`src/rtl/regfile_mp.sv`:
```
// Multi-read-port register file: x0 hardwired to zero, write-to-read bypass, optional REGFILE_SCOREBOARD_EN pending-write scoreboard.
// Reads are combinational, the write lands at the clock edge, and there is no backpressure.
module regfile_mp #(
    parameter int XLEN   = 32,
    parameter int NREG   = 32,
    parameter int NUM_RD = 2,
    localparam int AW    = $clog2(NREG)
) (
    input  logic                   clk,
    input  logic                   rst,
    input  logic [NUM_RD*AW-1:0]   ra,
    output logic [NUM_RD*XLEN-1:0] rd,
    input  logic                   we,
    input  logic [AW-1:0]          wa,
    input  logic [XLEN-1:0]        wd,
    input  logic                   iss_v,
    input  logic [AW-1:0]          iss_a,
    output logic [NUM_RD-1:0]      busy
);

    logic [XLEN-1:0] mem_q [NREG];
    logic            wr_en;

    assign wr_en = we && (wa != '0);

    // Entry 0 is cleared by reset and never written, so it always reads as zero.
    always_ff @(posedge clk or negedge rst) begin
        if (!rst) begin
            for (int i = 0; i < NREG; i++) begin
                mem_q[i] <= '0;
            end
        end else if (wr_en) begin
            mem_q[wa] <= wd;
        end
    end

    always_comb begin
        rd = '0;
        for (int i = 0; i < NUM_RD; i++) begin
            if (rst && (ra[i*AW +: AW] != '0)) begin
                if (we && (wa == ra[i*AW +: AW])) begin
                    rd[i*XLEN +: XLEN] = wd;
                end else begin
                    rd[i*XLEN +: XLEN] = mem_q[ra[i*AW +: AW]];
                end
            end
        end
    end

`ifdef REGFILE_SCOREBOARD_EN
    logic [NREG-1:0] sb_q;
    logic [NREG-1:0] sb_d;

    // The issue set is applied after the write clear, so a same-cycle set wins.
    always_comb begin
        sb_d = sb_q;
        if (wr_en) begin
            sb_d[wa] = 1'b0;
        end
        if (iss_v && (iss_a != '0)) begin
            sb_d[iss_a] = 1'b1;
        end
    end

    always_ff @(posedge clk or negedge rst) begin
        if (!rst) begin
            sb_q <= '0;
        end else begin
            sb_q <= sb_d;
        end
    end

    always_comb begin
        busy = '0;
        for (int i = 0; i < NUM_RD; i++) begin
            if (rst) begin
                busy[i] = sb_q[ra[i*AW +: AW]] & ~(we && (wa == ra[i*AW +: AW]));
            end
        end
    end
`else
    logic unused_iss;

    assign unused_iss = ^{iss_v, iss_a};
    assign busy       = '0;
`endif

endmodule

```
`config.mk`:
```
export PLATFORM = sky130hd
export DESIGN_NAME = regfile_mp
export DESIGN_NICKNAME = d
export VERILOG_FILES = /design/src/rtl/regfile_mp.sv
export SDC_FILE = /design/constraint.sdc
export NUM_CORES = 2
export LEC_CHECK = 0
export ABC_CLOCK_PERIOD_IN_PS = 3300
export CELL_PAD_IN_SITES_DETAIL_PLACEMENT = 1
export CELL_PAD_IN_SITES_GLOBAL_PLACEMENT = 1
export CORE_MARGIN = 3
export CORE_UTILIZATION = 45
export CTS_CLUSTER_DIAMETER = 30
export DETAILED_ROUTE_END_ITERATION = 7
export PLACE_DENSITY = 0.67
export SYNTH_ARGS = -nofsm -noshare
export SYNTH_HDL_FRONTEND = slang
export SYNTH_SLANG_ARGS = --single-unit
```
`constraint.sdc`:
```
create_clock -name clk -period 3.3 [get_ports clk]
set_clock_uncertainty 0.2 [all_clocks]
set_input_delay 0.495 -clock clk [delete_from_list [all_inputs] [get_ports clk]]
set_output_delay 0.495 -clock clk [all_outputs]
set_load 0.1 [all_outputs]
```
Yosys cells after proc, flatten, opt, wreduce, memory -nomap -nowiden
Index checks and enable logic that the tools add are counted.
W data, S select, Z words.
- register bits after elaboration: 1024
- bits of input ports: 56
- output and inout port bits: 66
- logic and storage cells: 63
- magnitude comparators: 4
- equal/unequal tests: 2
- multiplexer cells: 13
- bitwise gates (word level): 3
- reduce and logical (&&, ||, !) cells: 9
- operator list (kind ; count):
    $bwmux W1024 ; 1
    $bmux W32 S5 ; 2
    $mux W32 ; 9
    $demux W32 S5 ; 1
    $ge A6 B6 Y1 const B ; 3
    $not A5 Y6 ; 3
    $reduce_bool A5 Y1 ; 3
    $eq A5 B5 Y1 ; 2
    $logic_and A1 B1 Y1 ; 6
    $lt A6 B1 Y1 const B ; 1

Logic depth before layout (Yosys ltp)
- word-level depth: 6
- mapped depth: 10
- gate-level depth less buffers: 5

Worst setup path after synthesis
No wires, ideal clock.
- kind: in2out
- start point: input ra[5]
- end point: output rd[37]
- data arrival time: 2731 ps
- required time: 2605 ps
- slack: -126 ps
- stages on the path: 9
- path buffers: 5
- cell sequence: buf_2 buf_6 buf_6 buf_6 buf_2 mux4_2 a22oi_1 a21oi_1 a211o_1
- word-level cells in the longest chain between the ends: 6
- elaborated cells between the ends (all ways): 10
- classes of those cells: eq/ne (1); mux (5); bitwise (1); reduce/logical (3)
- ends and longest elaborated chain (item ; RTL line ; text):
    start, declared ; 11 ; input logic [NUM_RD*AW-1:0] ra,
    $not A5 Y6 (not written as such) ; 44 ; rd[i*XLEN +: XLEN] = mem_q[ra[i*AW +: AW]];
    $bmux W32 S5 ; 44 ;
    $mux W32 (not written as such) (2 in series) ; 44 ;
    $mux W32 ; 41 ; if (we && (wa == ra[i*AW +: AW])) begin
    $mux W32 * ; 40 ; if (rst && (ra[i*AW +: AW] != '0)) begin
    end, declared ; 12 ; output logic [NUM_RD*XLEN-1:0] rd,
Every way passes the cells marked *; elsewhere a longest branch is shown, timed or not. The select of a mux whose other input is x is not followed.

Worst setup path in the final report
- start point: register mem_q[26] (netlist name)
- end point: output rd[58]
- word-level cells in the longest chain between the ends: 5
- ends and longest elaborated chain (item ; RTL line ; text):
    start, declared ; 21 ; logic [XLEN-1:0] mem_q [NREG];
    start signal, assigned by index ; 33 ; mem_q[wa] <= wd;
    $bmux W32 S5 ; 44 ;
    $mux W32 (not written as such) (2 in series) ; 44 ;
    $mux W32 ; 41 ;
    $mux W32 ; 40 ;
Every way passes these cells. The select of a mux whose other input is x is not followed.

==> out/qor.log <==
qor: sta.timing_worst_slew_pin_value 1.13 ns
qor: drt.wl_met1 79300 um
qor: outcome.failed_checks negative setup slack
qor: logic_synthesis.synth.largest_area_cell sky130_fd_sc_hd__dfrtp_1
qor: worst_setup_path.timing.critical_path.required 2.60 ns
qor: worst_setup_path.logic_depth_of_the_worst_register_to_register_path 3
qor: worst_setup_path.criticalPathCategory reg -> out
qor: clock_tree.cts-buffers-inserted 278
qor: worst_setup_path.setup.worst_path.start_class register
qor: grt.combined_global_route_utilization_of_all_metal_layers 32.9%
qor: die.pin_count 122
qor: min_path.timing.hold.worst_endpoint mem_q[1008]$_DFFE_PN0P_
qor: logic_synthesis.ys_top_cells_by_count 1024 x sky130_fd_sc_hd__dfrtp_1, 964 x sky130_fd_sc_hd__mux2_2, 480 x sky130_fd_sc_hd__mux4_2
qor: die.initial_utilization 45.7%
qor: cells_and_area.layout.cell_area.non_filler 72800 sq um
qor: sta.finalHoldViolCount 0
qor: logic_synthesis.ys_top_cells_by_area sky130_fd_sc_hd__dfrtp_1 47%, sky130_fd_sc_hd__mux2_2 20%, sky130_fd_sc_hd__mux4_2 20%
qor: clock_tree.tritoncts done
qor: drt.route.final.wire_length 206000 um
qor: grt.number_of_antenna_violations_at_the_first_check_in_global_routing 4
qor: cells_and_area.finish.net_count 4130
qor: logic_synthesis.synthesis.area 54400 sq um
qor: logic_synthesis.synthArstFlopShare 100%
qor: cells_and_area.biggestRegsByFlops mem_q: 1024 flops
qor: drt.drt_iter0_drc 3332
qor: power.p_per_area 727 nW/um^2
qor: die.chipWidth 354 um
qor: cells_and_area.largest_reg_flops 1024
qor: min_path.worst_hold_path.num_cells 0
qor: logic_synthesis.synth_top_flop_cell sky130_fd_sc_hd__dfrtp_1
qor: power.irDropWorstVdd 575 uV
qor: drt.drt_drc_violations_left 0
qor: clock_tree.clk_pin_slew 0.04 ns
qor: logic_synthesis.yosysMostFrequentCell sky130_fd_sc_hd__dfrtp_1
qor: worst_setup_path.timing.critical_path.fanout_max 2
qor: grt.globalRouteOverflowTotal 0
qor: drt.drtAntennaViolNets 0
qor: die.chipHeight 354 um
qor: worst_setup_path.reg_to_reg_end mem_q[478]$_DFFE_PN0P_
qor: placed_design.port_buffers 113
qor: sta.finalWorstPathRequiredPeriod 3.62 ns
qor: logic_synthesis.yosys_warnings 0
qor: clock_tree.clock_sink_count 1024
qor: worst_setup_path.arrival 2.92 ns
qor: worst_setup_path.reg2reg_setup_slack 2.05 ns
qor: logic_synthesis.yosysUniqueCellTypes 39
qor: drt.vias_per_cell 6.56
qor: placed_design.placement.cell_area 61100 sq um
qor: sta.finalSetupViolations 61
qor: placed_design.globalplace.congestion 0.847
qor: cells_and_area.areaGrowthSynthToFinish 33.7%
qor: logic_synthesis.synth.top_cell.area_share 47.1%
qor: sta.maxSlewHeadroom 24.3%
qor: sta.rsz0062_at_grt true
qor: die.core_region_area 119000 sq um
qor: drt.top_layer met5
qor: drt.total_met2_wirelength_after_detailed_routing 97800 um
qor: clock_tree.cts_buffer_depth 4
qor: worst_setup_path.reg_to_reg_startpoint mem_q[478]$_DFFE_PN0P_
qor: clock_tree.h_tree_level_count 5
qor: logic_synthesis.flop_and_latch_count_out_of_synthesis 1024
qor: sta.final_critical_path_setup_slack -0.316 ns
qor: outcome.run_status complete, but fails checks
qor: sta.finalMaxSlewViolations 0
qor: cells_and_area.final_layout_size_suffix_gt1_share 64.5%
qor: drt.met3RoutedLength 17300 um
qor: placed_design.detailed_place_hpwl 118000 um
qor: grt.first_global_vias 43900
qor: grt.grt_max_degree 159
qor: drt.drt_first_pass_iters 5
qor: clock_tree.cts-root-buf sky130_fd_sc_hd__clkbuf_16
qor: placed_design.place_worst_setup_slack -0.353 ns
qor: logic_synthesis.seq_area_frac_synth 47.1%
qor: power.power_leakage 0.0317 uW
qor: min_path.timing.hold.worst.class reg -> reg
qor: clock_tree.clk-insertion-delay-late 0.86 ns
qor: die.die_area 125000 sq um
qor: logic_synthesis.postSynthCellCount 3584
qor: cells_and_area.top_register mem_q
qor: drt.num_vias 38400
qor: job.maxCapViolations 0
qor: logic_synthesis.syn_area_per_cell 15.2 sq um
qor: logic_synthesis.synth_enable_flop_cells 0
qor: worst_setup_path.setup.worst_path.end_class primary output
qor: sta.max_clock_freq 277 MHz
qor: grt.grt_first_pass_wirelength 302000 um
qor: drt.wl_per_cell 35.1 um
qor: sta.final_min_period_over_clock_period 110%
qor: sta.setup_tns -9.00 ns
qor: die.placement_rows 126
qor: min_path.holdCritStartpoint mem_q[1008]$_DFFE_PN0P_
[cell type report]
type,instances,area (sq um)
diodes,2,5.00
clock buffers,374,7990
clock inverters,87,927
fillers,10300,46200
inverters,3,11.3
multi-input cells,2134,28500
flip-flops and latches,1024,25600
well taps,1600,2000
repair buffers,633,7700
[worst max-delay path, cell delays in order (launching register included)]
cell	delay [ns]
sky130_fd_sc_hd__dfrtp_1	0.39
sky130_fd_sc_hd__mux4_2	0.49
sky130_fd_sc_hd__mux4_2	0.57
sky130_fd_sc_hd__nor2b_4	0.16
sky130_fd_sc_hd__a211o_4	0.28
sky130_fd_sc_hd__buf_12	0.17
[cells in the final DEF (no fill, tap or decap), types with 6 or more instances in the layout]
cell	count
sky130_fd_sc_hd__nor2_4	20
sky130_fd_sc_hd__a211o_4	32
sky130_fd_sc_hd__a221oi_1	48
sky130_fd_sc_hd__a211o_2	32
sky130_fd_sc_hd__a221oi_2	16
sky130_fd_sc_hd__clkinvlp_4	13
sky130_fd_sc_hd__mux4_2	480
sky130_fd_sc_hd__clkdlybuf4s50_1	34
sky130_fd_sc_hd__clkbuf_1	39
sky130_fd_sc_hd__a21oi_1	49
sky130_fd_sc_hd__nor2b_4	31
sky130_fd_sc_hd__mux2_2	964
sky130_fd_sc_hd__a22oi_2	67
sky130_fd_sc_hd__inv_6	6
sky130_fd_sc_hd__buf_12	195
sky130_fd_sc_hd__o21bai_1	31
sky130_fd_sc_hd__a22oi_1	93
sky130_fd_sc_hd__a21oi_2	46
sky130_fd_sc_hd__clkbuf_8	48
sky130_fd_sc_hd__mux2i_1	128
sky130_fd_sc_hd__buf_6	65
sky130_fd_sc_hd__clkinv_2	48
sky130_fd_sc_hd__mux2_1	28
sky130_fd_sc_hd__bufinv_16	17
sky130_fd_sc_hd__clkbuf_16	288
sky130_fd_sc_hd__buf_4	321
sky130_fd_sc_hd__dfrtp_1	1024
sky130_fd_sc_hd__nand2_2	16
[per-layer routing]
metal | track usage (%) | vias up
met4 | 16.7 | 2
li1 | - | 15100
met1 | 41.8 | 20900
met3 | 8.99 | 679
met2 | 51.9 | 1779
met5 | 0 | -
[worst max path at each step]
stage	endpoint	from	slack, ns
2_1_floorplan	rd[37]	ra[5]	-0.03
3_3_place_gp	rd[26]	wa[0]	-0.32
3_5_place_dp	rd[26]	wa[0]	-0.35
4_1_cts	rd[58]	mem_q[666]$_DFFE_PN0P_	-0.38
5_1_grt	rd[58]	mem_q[58]$_DFFE_PN0P_	-0.36
6_report	rd[58]	mem_q[26]$_DFFE_PN0P_	-0.32
[power by group]
group / internal [uW] / switching (uW)
clock network: 18000 / 7850
logic: 5750 / 4490
registers: 15000 / 1880
[kinds of logic after synthesis]
kind of cell | count (synthesis) | synth area share [%]
AOI/OAI and AO/OA | 423 | 5.70
xor gates and xnor gates | 9 | 0.145
buffers and inverters | 427 | 3.34
DFF | 1024 | 47.1
muxes | 1600 | 42.7
other | 1 | 0.00689
and+or+nand+nor | 100 | 0.984
[stage by stage]
stage | util [%] | std cells | total power (uW) | hold slack (ns)
global route | 61.1 | 5855 | 54700 | 0.199
finish | 61.1 | 5857 | 52900 | 0.189
CTS | 60.6 | 5820 | 52700 | 0.193
global placement | 51.4 | 5235 | 25100 | 0.176
detailed placement | 51.4 | 5235 | 25900 | 0.184
floorplan | - | 3585 | 22600 | -0.000591
[timing repair]
item | 4_1_cts | 5_1_grt
gates cloned | 5 | 1
hold buffers | 1 | 0
setup endpoints to repair | 64 | 64
pin swaps | 130 | 76
endpoints found under the hold margin | 318 | 0
gates resized for setup | 226 | 92
buffers inserted | 135 | 51
Power figures use the tool's default switching activity.
